### config.mk
export PLATFORM = sky130hd
export DESIGN_NAME = bpfvm_pktbuf_owner
export DESIGN_NICKNAME = d
export VERILOG_FILES = /design/src/rtl/bpfvm_pktbuf_owner.sv
export SDC_FILE = /design/constraint.sdc
export NUM_CORES = 1
export LEC_CHECK = 0
export CAP_MARGIN = 20
export CORE_UTILIZATION = 51
export DETAILED_ROUTE_END_ITERATION = 7
export PLACE_DENSITY_LB_ADDON = 0.08
export SLEW_MARGIN = 25
export SYNTH_ARGS = -nofsm -noshare
export SYNTH_HDL_FRONTEND = slang
export SYNTH_SLANG_ARGS = --single-unit
### constraint.sdc
create_clock -name clk -period 2.55 [get_ports clk]
set_input_delay 0.3825 -clock clk [delete_from_list [all_inputs] [get_ports clk]]
set_output_delay 0.3825 -clock clk [all_outputs]
set_load 0.01 [all_outputs]
### src/rtl/bpfvm_pktbuf_owner.sv
// ----------------------------------------------------------------------------
// bpfvm_pktbuf_owner
//
// Ownership controller for the two packet buffers shared by the snooper, the
// BPF CPU and the forwarder. Each buffer carries its own small state machine
// (EMPTY -> SNOOP -> READY -> CPU -> FWD/EMPTY). Filled buffers are handed to
// the CPU in arrival order. Each buffer's packet length is latched when the
// snooper finishes it. Accept/reject verdicts are counted with saturating
// counters.
//
// Ports
//   clk, rst_n            clock, synchronous active-low reset
//   snoop_rdy/snoop_sel   snooper owns buffer snoop_sel
//   snoop_done/snoop_len  snooper finished its buffer; packet length
//   mem_ready/cpu_sel     CPU owns buffer cpu_sel
//   cpu_len               length of the CPU-owned buffer
//   accept/reject         verdict pulses from the CPU controller
//   fwd_rdy/fwd_sel       forwarder owns buffer fwd_sel
//   fwd_len               length of the forwarder-owned buffer
//   fwd_done              forwarder finished its buffer
//   accept_cnt/reject_cnt saturating verdict counters
//
// All outputs decode registered state only. No input reaches an output
// combinationally.
// ----------------------------------------------------------------------------
module bpfvm_pktbuf_owner #(
    parameter int LEN_WIDTH  = 11,
    parameter bit FWD_ENABLE = 1'b1,
    parameter int CNT_WIDTH  = 32
) (
    input  logic                 clk,
    input  logic                 rst_n,
    output logic                 snoop_rdy,
    output logic                 snoop_sel,
    input  logic                 snoop_done,
    input  logic [LEN_WIDTH-1:0] snoop_len,
    output logic                 mem_ready,
    output logic                 cpu_sel,
    output logic [LEN_WIDTH-1:0] cpu_len,
    input  logic                 accept,
    input  logic                 reject,
    output logic                 fwd_rdy,
    output logic                 fwd_sel,
    output logic [LEN_WIDTH-1:0] fwd_len,
    input  logic                 fwd_done,
    output logic [CNT_WIDTH-1:0] accept_cnt,
    output logic [CNT_WIDTH-1:0] reject_cnt
);

    typedef enum logic [2:0] {
        ST_EMPTY,
        ST_SNOOP,
        ST_READY,
        ST_CPU,
        ST_FWD
    } buf_state_t;

    buf_state_t           state     [2];
    buf_state_t           state_nxt [2];
    logic [LEN_WIDTH-1:0] len_q     [2];
    logic [LEN_WIDTH-1:0] len_nxt   [2];
    logic                 newest;
    logic                 newest_nxt;
    logic [CNT_WIDTH-1:0] acc_q;
    logic [CNT_WIDTH-1:0] rej_q;

    logic [1:0] in_empty;
    logic [1:0] in_snoop;
    logic [1:0] in_ready;
    logic [1:0] in_cpu;
    logic [1:0] in_fwd;

    logic snoop_any, snoop_idx;
    logic cpu_any, cpu_idx;
    logic fwd_any, fwd_idx;
    logic claim_ok, claim_idx;
    logic grant_ok, grant_idx;
    logic verdict_valid;

    // Per-buffer state decode. At most one buffer is in each role, so the
    // owning buffer's index is simply the bit for buffer 1.
    always_comb begin
        for (int i = 0; i < 2; i++) begin
            in_empty[i] = (state[i] == ST_EMPTY);
            in_snoop[i] = (state[i] == ST_SNOOP);
            in_ready[i] = (state[i] == ST_READY);
            in_cpu[i]   = (state[i] == ST_CPU);
            in_fwd[i]   = (state[i] == ST_FWD);
        end
    end

    assign snoop_any = |in_snoop;
    assign snoop_idx = in_snoop[1];
    assign cpu_any   = |in_cpu;
    assign cpu_idx   = in_cpu[1];
    assign fwd_any   = |in_fwd;
    assign fwd_idx   = in_fwd[1];

    // Only buffers that are EMPTY before this edge can be claimed. A buffer
    // freed at this edge is therefore never re-granted in the same edge.
    assign claim_ok  = !snoop_any && (|in_empty);
    assign claim_idx = !in_empty[0];

    // When both buffers wait, the older one (not the newest) goes first.
    assign grant_ok  = !cpu_any && (|in_ready);
    assign grant_idx = (in_ready == 2'b11) ? ~newest : in_ready[1];

    // Verdicts only count while the CPU actually owns a buffer.
    assign verdict_valid = cpu_any && (accept || reject);

    // Next-state logic. Every buffer is in exactly one state, so each rule
    // below touches a different buffer and all of them can apply in one edge.
    always_comb begin
        state_nxt[0] = state[0];
        state_nxt[1] = state[1];
        len_nxt[0]   = len_q[0];
        len_nxt[1]   = len_q[1];
        newest_nxt   = newest;

        if (fwd_any && fwd_done) begin
            state_nxt[fwd_idx] = ST_EMPTY;
        end

        // Reject wins over a simultaneous accept.
        if (verdict_valid) begin
            if (!reject && FWD_ENABLE) begin
                state_nxt[cpu_idx] = ST_FWD;
            end else begin
                state_nxt[cpu_idx] = ST_EMPTY;
            end
        end

        if (grant_ok) begin
            state_nxt[grant_idx] = ST_CPU;
        end

        if (snoop_any && snoop_done) begin
            state_nxt[snoop_idx] = ST_READY;
            len_nxt[snoop_idx]   = snoop_len;
            newest_nxt           = snoop_idx;
        end

        if (claim_ok) begin
            state_nxt[claim_idx] = ST_SNOOP;
        end
    end

    // State, length and counter registers. The counters stick at all-ones.
    always_ff @(posedge clk) begin
        if (!rst_n) begin
            state[0] <= ST_EMPTY;
            state[1] <= ST_EMPTY;
            len_q[0] <= '0;
            len_q[1] <= '0;
            newest   <= 1'b0;
            acc_q    <= '0;
            rej_q    <= '0;
        end else begin
            state[0] <= state_nxt[0];
            state[1] <= state_nxt[1];
            len_q[0] <= len_nxt[0];
            len_q[1] <= len_nxt[1];
            newest   <= newest_nxt;
            if (verdict_valid) begin
                if (reject) begin
                    if (rej_q != '1) begin
                        rej_q <= rej_q + CNT_WIDTH'(1);
                    end
                end else if (acc_q != '1) begin
                    acc_q <= acc_q + CNT_WIDTH'(1);
                end
            end
        end
    end

    assign snoop_rdy  = snoop_any;
    assign snoop_sel  = in_snoop[1];
    assign mem_ready  = cpu_any;
    assign cpu_sel    = in_cpu[1];
    assign cpu_len    = cpu_any ? len_q[cpu_idx] : '0;
    assign fwd_rdy    = fwd_any;
    assign fwd_sel    = in_fwd[1];
    assign fwd_len    = fwd_any ? len_q[fwd_idx] : '0;
    assign accept_cnt = acc_q;
    assign reject_cnt = rej_q;

    // The forwarder must release its buffer before the CPU controller
    // accepts another packet. Otherwise both buffers would end up in FWD.
    a_single_fwd : assert property (@(posedge clk) disable iff (!rst_n)
        in_fwd != 2'b11);

endmodule

# Word level (Yosys, flattened, before mapping)
# Memory sizes are Yosys's and may differ from the RTL's.
# Index checks and enable logic that the tools add are counted.
[op_classes] add_sub_neg=2 shift=0 n_eq_ne=11 muxes=29 bitwise_logic=27 n_mul=0 magnitude_cmp=10 n_div=0 n_reduce_logical=23
[op_table] operator="$add 32x1->32 const B" n=2
[op_table] operator="$ne 32x32->1 const B" n=2
[op_table] operator="$mux 11" n=5
[op_table] operator="$mux 6" n=6
[op_table] operator="$bwmux 22" n=1
[op_table] operator="$mux 22" n=1
[op_table] operator="$mux 3" n=7
[op_table] operator="$demux 3 s1" n=5
[op_table] operator="$and 4x4->4" n=3
[op_table] operator="$and 6x6->6" n=2
[op_table] operator="$eq 3x2->1 const B" n=4
[op_table] operator="$not 4->4" n=3
[op_table] operator="$not 6->6" n=2
[op_table] operator="$demux 11 s1" n=1
[op_table] operator="$ge 2x2->1 const B" n=5
[op_table] operator="$logic_and 1x1->1" n=10
[op_table] operator="$lt 2x1->1 const B" n=5
[op_table] operator="$not 1->2" n=5
[op_table] operator="$reduce_or 2->1" n=5
[op_table] operator="$eq 3x1->1 const B" n=2
[op_table] operator="$eq 3x3->1 const B" n=2
[op_table] operator="$logic_not 3->1" n=2
[op_table] operator="$or 2x2->2" n=3
[op_table] operator="$reduce_and 3->1" n=2
[op_table] operator="9 further kinds" n=17
[word_totals] latchBits=0 out_inout_bits=92 mem_count=2 ram_bits=28 reg_bits=65 romBits=0 in_bits=17 wordCells=107
[memory_table] memory="len_q" words=2 word_bits=11 read_ports=4 rd_clocked_by_memory_dff=0 wr=2 line_no="60" source="logic [LEN_WIDTH-1:0] len_q [2];"
[memory_table] memory="state" words=2 word_bits=3 read_ports=2 rd_clocked_by_memory_dff=0 wr=2 line_no="58" source="buf_state_t state [2];"

# Depth between registers and ports, before layout
# Gate-level depths: netlist (run 1).
[depth] ltp_word=19 ltp_mapped=8

# Worst setup path after synthesis (run 1)
# OpenSTA, ideal clock, no wires.
[synth_timing] path_kind="reg2reg" from="register rej_q[0], in the netlist reject_cnt[0]" to="register rej_q[13], in the netlist reject_cnt[13]" path_stages_with_launch=8 path_slack_ns=0.498 t_arrival_ns=1.920 required_ns=2.418 n_path_buf=1 cell_sequence="dfxtp_1 -> ha_1 -> nand3_1 -> or3_1 -> o31ai_4 -> clkbuf_1 -> or3_1 -> a21oi_1"
[synth_via] elab_chain_len=2 elab_cells_between_ends=3
[synth_rtl] element="start: declaration" line_no="65" source="logic [CNT_WIDTH-1:0] rej_q;"
[synth_rtl] element="start signal: assignment" line_no="167" source="rej_q <= rej_q + CNT_WIDTH'(1);"
[synth_rtl] element="branches (longest 2 deep; another with $add 32x1->32)"
# Several ways; the timed one is not identified.
# A chain may end at the register's enable or synchronous reset.

==> run_results.csv, run 1 <==
group,metric,value,unit
placed_design,place_area,5990,um^2
sta,setup_viol,0,
worst_setup_path,cp-end-kind,"primary output",
cells_and_area,regArea,1860,um^2
sta,hold_viol,0,
worst_setup_path,startpoint_type,"flop",
clock_tree,clk_pin_slew_worst_paths,90,ps
worst_setup_path,crit_type,"flop to primary output",
drt,first_pass_iters,4,
synthesis,synthArstFlopShare,0,%
cells_and_area,postLayoutCoreUtil,69.9,%
power_and_ir_drop,leakagePower,2.00,nW
min_path,worst_hold_path.endpoint,"len_q[0][4]$_SDFFE_PN0P_",
cells_and_area,stdcell_area,6210,um^2
grt,grt_max_degree,83,
placed_design,gp_congestion,0.849,
synthesis,synth_area_leaders,"dfxtp_1 39%, a21oi_1 11%, nand2_1 9.6%",
die,die_y,98.8,um
job,drv_cap,0,
worst_setup_path,ff2ff_setup_slack,260,ps
grt,grt_pass1_vias,4647,
sta,min_period,2420,ps
drt,wl,13000,um
clock_tree,clock_latency,360,ps
synthesis,synthAdderAreaFrac,0.524,%
worst_setup_path,cpPeakStageDelay,560,ps
clock_tree,clockBufferDepth,2,
synthesis,yosys_most_used_dff,"dfxtp_1",
sta,post-route-period-util,94.9,%
min_path,min-delay-start,"len_q[0][4]$_SDFFE_PN0P_",
synthesis,synth_edf_count,0,
cells_and_area,fillers,738,
cells_and_area,antenna_cells,0,
power_and_ir_drop,power_per_cell_area,454,nW/um^2
cells_and_area,syn_to_final_growth,30.0,%
placed_design,portBuffers,108,
drt,wl_per_cell,15.4,um
die,io_pins,109,
sta,slew-limit-headroom,56.1,%
drt,drc_errors,0,
worst_setup_path,path_buf_inv,3,
die,num_rows,34,
worst_setup_path,r2r_cells,7,
cells_and_area,nNetsFinal,749,
grt,grt_pass1_wl,21700,um
worst_setup_path,path_delay_family,"buffers and inverters",
run_status,status,"finished, final reports clean",
synthesis,yosys.cell_types.count,50,
clock_tree,cts_root_buf,"clkbuf_8",
min_path,hp-class,"flop to flop",
clock_tree,cts_setup_buffers,0,
synthesis,synth-compound-area-share,22.2,%
synthesis,synth.avg_cell_area,7.58,um^2
worst_setup_path,r2r_end,"accept_cnt[21]$_SDFFE_PN0P_",
grt,gr-usage-all-layers,27.0,%
cells_and_area,multiInputGateArea,2720,um^2
sta,skew,13.8,ps
clock_tree,cts_inserted_buffers,9,
cells_and_area,fin_cells,843,
min_path,hold_depth,2,
sta,finalSetupTns,0,ps
die,coreArea,8890,um^2
placed_design,post-dp-hpwl,9210,um
synthesis,synthTopCellsByCount,"122 x nand2_1, 105 x a21oi_1, 93 x dfxtp_1, 38 x o21ai_0, 32 x or3_1",
sta,drv_slew,0,
placed_design,dp.cells,827,
synthesis,syn_area,4780,um^2
drt,antenna_left,0,
synthesis,synth_top_family_by_area,"simple AND/OR/NAND/NOR gates",
synthesis,synth-simple-area-share,32.3,%
synthesis,synth_top_area_share,39.0,%
synthesis,synth_xor_area_share,0.917,%
synthesis,synth_most_common_cell,"nand2_1",
placed_design,dp_worst_setup_slack,161,ps
worst_setup_path,cp.arrival,2040,ps
synthesis,netlist_instances,630,
sta,worst_hold_slack,478,ps
synthesis,yosysTopAreaCell,"dfxtp_1",
cells_and_area,layout-drive-gt1-share,6.26,%
sta,fmax,413,MHz
grt,antenna_found_initial,0,
worst_setup_path,worstPathMaxFanout,14,
die,start_util,53.7,%
clock_tree,cts.sink_count,93,
worst_setup_path,cp_slowest_cell,"clkdlybuf4s50_1",
grt,grt_overflow,0,
drt,drt_iter0_drc,167,
sta,layout_setup_ws,131,ps
sta,tightestPinTransition,659,ps
worst_setup_path,critPathRequiredTime,2170,ps
power_and_ir_drop,power,2.82,mW
drt,dr_total_vias,5095,
clock_tree,cts_tree,"yes",
synthesis,ys_seq_area_share,39.0,%
clock_tree,cts-htree-levels,3,
die,die_area,9760,um^2
power_and_ir_drop,max-vdd-ir-drop,0.000292,V
synthesis,syn_nets,649,
die,die_w,98.8,um
worst_setup_path,path_cells,"nand3b_2 > inv_1 > buf_6 > nand2_1 > a21oi_1 > clkdlybuf4s50_1",
synthesis,synth_seq_cells,93,
synthesis,yosysWarnings,0,
synthesis,synthMuxAreaShare,0.629,%
worst_setup_path,r2r_start,"accept_cnt[0]$_SDFFE_PN0P_",
drt,viasPerCell,6.04,
-- placed cells by master (no fill, tap or decap), types with 3 or more instances in the layout --
cell | synthesis | final
o31ai_1 | 19 | 19
clkbuf_1 | 24 | 3
o41ai_1 | 3 | 3
mux2i_1 | 3 | 3
nor4_1 | 4 | 4
and2_1 | 6 | 6
a21oi_4 | 2 | 3
or3_1 | 32 | 32
nand4_1 | 19 | 19
and4_1 | 8 | 8
nand4b_1 | 4 | 4
nor2_1 | 20 | 20
clkdlybuf4s50_1 | 0 | 103
inv_1 | 18 | 16
clkbuf_8 | 0 | 9
a21oi_1 | 105 | 104
xnor2_1 | 3 | 3
nand2b_1 | 6 | 6
nand2_1 | 122 | 122
nand3_1 | 25 | 25
o21ai_0 | 38 | 38
nand3b_1 | 3 | 3
or4_1 | 17 | 17
dfxtp_1 | 93 | 92
dlymetal6s2s_1 | 0 | 5
nor3_1 | 4 | 4
buf_4 | 3 | 11
and3_1 | 12 | 12
-- layer usage --
metal,track usage (%),vias to the layer above,routed length [um]
met1,35.7,2410,5810
li1,-,2487,-
met2,45.6,177,6290
met3,3.55,21,650
met5,0,-,0
met4,9.41,0,223
-- tightest hold or removal path, stage by stage (launching register included) --
cell     delay, ps
dfxtp_1        330
nand2_1         50
a21oi_1         50
-- kinds of logic after synthesis --
kind of cell | count (synthesis)
simple gates | 293
compound gates | 182
flops | 93
buf+inv | 52
xor+xnor | 5
mux | 3
fa+ha+maj | 2
-- power breakdown --
part	total, mW	internal [mW]	switching [mW]
combinational	0.312	0.128	0.183
clock	0.965	0.454	0.511
sequential	1.54	1.49	0.0468
-- cell type report --
| type | instances | area share (%) |
|---|---|---|
| tap | 108 | 2.18 |
| clock buffer | 12 | 2.18 |
| timing repair buffer | 123 | 19.9 |
| multi-input combinational | 485 | 43.8 |
| sequential | 93 | 30.0 |
| clock inverter | 4 | 0.786 |
| inverter | 18 | 1.09 |
-- sequential cells by signal, indices dropped and copies added (netlist names) --
name	count
accept_cnt	32
state	6
reject_cnt	32
len_q	22
newest	1
-- worst max-delay path by stage --
stage,start,end,depth (start not counted)
4_1_cts,state[0][3]$_SDFF_PN0_,fwd_len[3],7
6_report,state[0][5]$_SDFF_PN0_,cpu_len[7],6
5_1_grt,state[0][5]$_SDFF_PN0_,cpu_len[6],6
2_1_floorplan,reject_cnt[0]$_SDFFE_PN0P_,reject_cnt[13]$_SDFFE_PN0P_,7
3_3_place_gp,reject,accept_cnt[13]$_SDFFE_PN0P_,7
3_5_place_dp,reject,accept_cnt[13]$_SDFFE_PN0P_,7
-- timing repair --
action,CTS,global route
gates resized for setup,1,11
setup endpoints to repair,12,15
hold buffers,0,0
pin swaps,0,0
cloned,0,0
(Power assumes the default switching activity.)
==> run 2, diff against run 1 <==
- GPL_ROUTABILITY_DRIVEN: unset -> 0
- REMOVE_ABC_BUFFERS: unset -> 1
==> run_results.csv, run 2 (same netlist as run 1, synthesis figures left out) <==
group,metric,value,unit
die,num_rows,34,
drt,wl,13000,um
drt,wl_per_cell,15.5,um
drt,first_pass_iters,5,
clock_tree,cts_setup_buffers,0,
drt,drc_errors,0,
worst_setup_path,cp.arrival,2050,ps
drt,drt_iter0_drc,234,
sta,slew-limit-headroom,59.9,%
cells_and_area,layout_commonest_cell,"nand2_1",
sta,rsz0062_at_grt,"no",
cells_and_area,fin_cells,843,
die,start_util,53.7,%
cells_and_area,stdcell_area,6200,um^2
grt,grt_pass1_vias,4782,
worst_setup_path,r2r_cells,6,
die,die_y,98.8,um
min_path,hp-class,"flop to flop",
placed_design,portBuffers,108,
worst_setup_path,critPathRequiredTime,2170,ps
sta,setup_viol,0,
cells_and_area,antenna_cells,0,
worst_setup_path,r2r_start,"reject_cnt[0]$_SDFFE_PN0P_",
clock_tree,clk_pin_slew_worst_paths,90,ps
cells_and_area,layout-drive-gt1-share,6.94,%
min_path,min-delay-start,"len_q[0][3]$_SDFFE_PN0P_",
placed_design,dp.cells,827,
job,drv_cap,0,
power_and_ir_drop,max-vdd-ir-drop,0.000295,V
worst_setup_path,cp-end-kind,"primary output",
min_path,hold_depth,2,
worst_setup_path,r2r_end,"reject_cnt[28]$_SDFFE_PN0P_",
sta,hold_viol,0,
clock_tree,ctsHoldBuffers,0,
sta,skew,15.8,ps
sta,drv_slew,0,
drt,dr_total_vias,5104,
clock_tree,clockBufferDepth,2,
clock_tree,cts.sink_count,93,
sta,post-route-period-util,95.5,%
power_and_ir_drop,leakagePower,1.94,nW
worst_setup_path,worstPathMaxFanout,12,
drt,antenna_left,0,
placed_design,post-dp-hpwl,9210,um
die,io_pins,109,
sta,fmax,411,MHz
cells_and_area,final_cell_mix,"122 x nand2_1, 108 x clkdlybuf4s50_1, 105 x a21oi_1",
placed_design,place_area,5990,um^2
cells_and_area,syn_to_final_growth,29.8,%
clock_tree,cts_inserted_buffers,9,
grt,grt_overflow,0,
worst_setup_path,crit_type,"flop to primary output",
grt,grt_max_degree,60,
clock_tree,clock_latency,370,ps
die,die_area,9760,um^2
worst_setup_path,ff2ff_setup_slack,240,ps
sta,min_period,2440,ps
run_status,status,"finished, final reports clean",
worst_setup_path,startpoint_type,"flop",
min_path,worst_hold_path.endpoint,"len_q[0][3]$_SDFFE_PN0P_",
cells_and_area,nNetsFinal,749,
die,coreArea,8890,um^2
clock_tree,cts_tree,"yes",
power_and_ir_drop,power_per_cell_area,456,nW/um^2
sta,finalSetupTns,0,ps
die,die_w,98.8,um
sta,tightestPinTransition,601,ps
clock_tree,cts_root_buf,"clkbuf_8",
grt,gr-usage-all-layers,27.3,%
drt,viasPerCell,6.05,
clock_tree,cts-htree-levels,3,
grt,antenna_found_initial,0,
grt,grt_pass1_wl,21800,um
-- run 2: cell types whose count changed in the layout (fill, tap and decap cells not counted), moves of 2 or more --
cell,change
dfxtp_1,-2
buf_6,-2
clkdlybuf4s50_1,+5
dlymetal6s2s_1,-5
inv_6,+3
dfxtp_2,+2
clkbuf_1,-3
buf_4,+2
-- run 2: critical path: stages (launching register included) --
cell	delay, ps
dfxtp_2	370
nor2_1	120
nand2_1	110
inv_4	120
a21oi_1	50
buf_4	200
a21oi_1	150
clkdlybuf4s50_1	570
-- run 2: worst max-delay path by stage --
stage / start / end / slack, ps
floorplan: accept_cnt[0]$_SDFFE_PN0P_ / accept_cnt[13]$_SDFFE_PN0P_ / -320
global route: state[0][3]$_SDFF_PN0_ / fwd_len[7] / 2
finish: state[0][3]$_SDFF_PN0_ / fwd_len[0] / 110
CTS: state[0][4]$_SDFF_PN0_ / cpu_len[4] / 50
global placement: reject / accept_cnt[29]$_SDFFE_PN0P_ / 370
detailed placement: reject_cnt[0]$_SDFFE_PN0P_ / reject_cnt[26]$_SDFFE_PN0P_ / 280
-- run 2: layout make-up --
cell class | count | area [um^2]
clock buffer | 10 | 138
clock inverter | 6 | 51.3
fill | 779 | 2690
inverter | 18 | 70.1
multi-input combinational | 485 | 2720
sequential | 93 | 1870
tap | 108 | 135
timing repair buffer | 123 | 1220
-- run 2: where the power goes --
group / total, mW / switching [mW] / internal, mW
logic: 0.316 / 0.184 / 0.131
clock network: 0.964 / 0.565 / 0.399
registers: 1.54 / 0.0489 / 1.50
-- run 2: metal layers --
layer / global-route usage, % / vias up / routed length (um) / part of all wire, %
li1: - / 2484 / - / -
met3: 3.55 / 33 / 806 / 6.2
met5: 0 / - / 0 / 0
met4: 12.7 / 0 / 342 / 2.6
met2: 46.7 / 181 / 6280 / 48
met1: 34.2 / 2406 / 5600 / 43
-- run 2: timing repair --
item | CTS | global route
endpoints found under the hold margin | 0 | 0
pin swaps | 0 | 0
cloned | 0 | 0
endpoints found under the setup margin | 9 | 22
gates resized for setup | 2 | 6
-- run 2: through the flow --
stage	total power, mW	utilization, %	hold WS (ps)	setup slack (ps)
after floorplan	1.74	-	450	-321
after global placement	1.87	67.4	458	372
after detailed placement	1.88	67.4	464	279
after CTS	2.84	69.6	477	46.8
after global routing	2.94	69.7	499	2.45
final	2.82	69.7	479	114
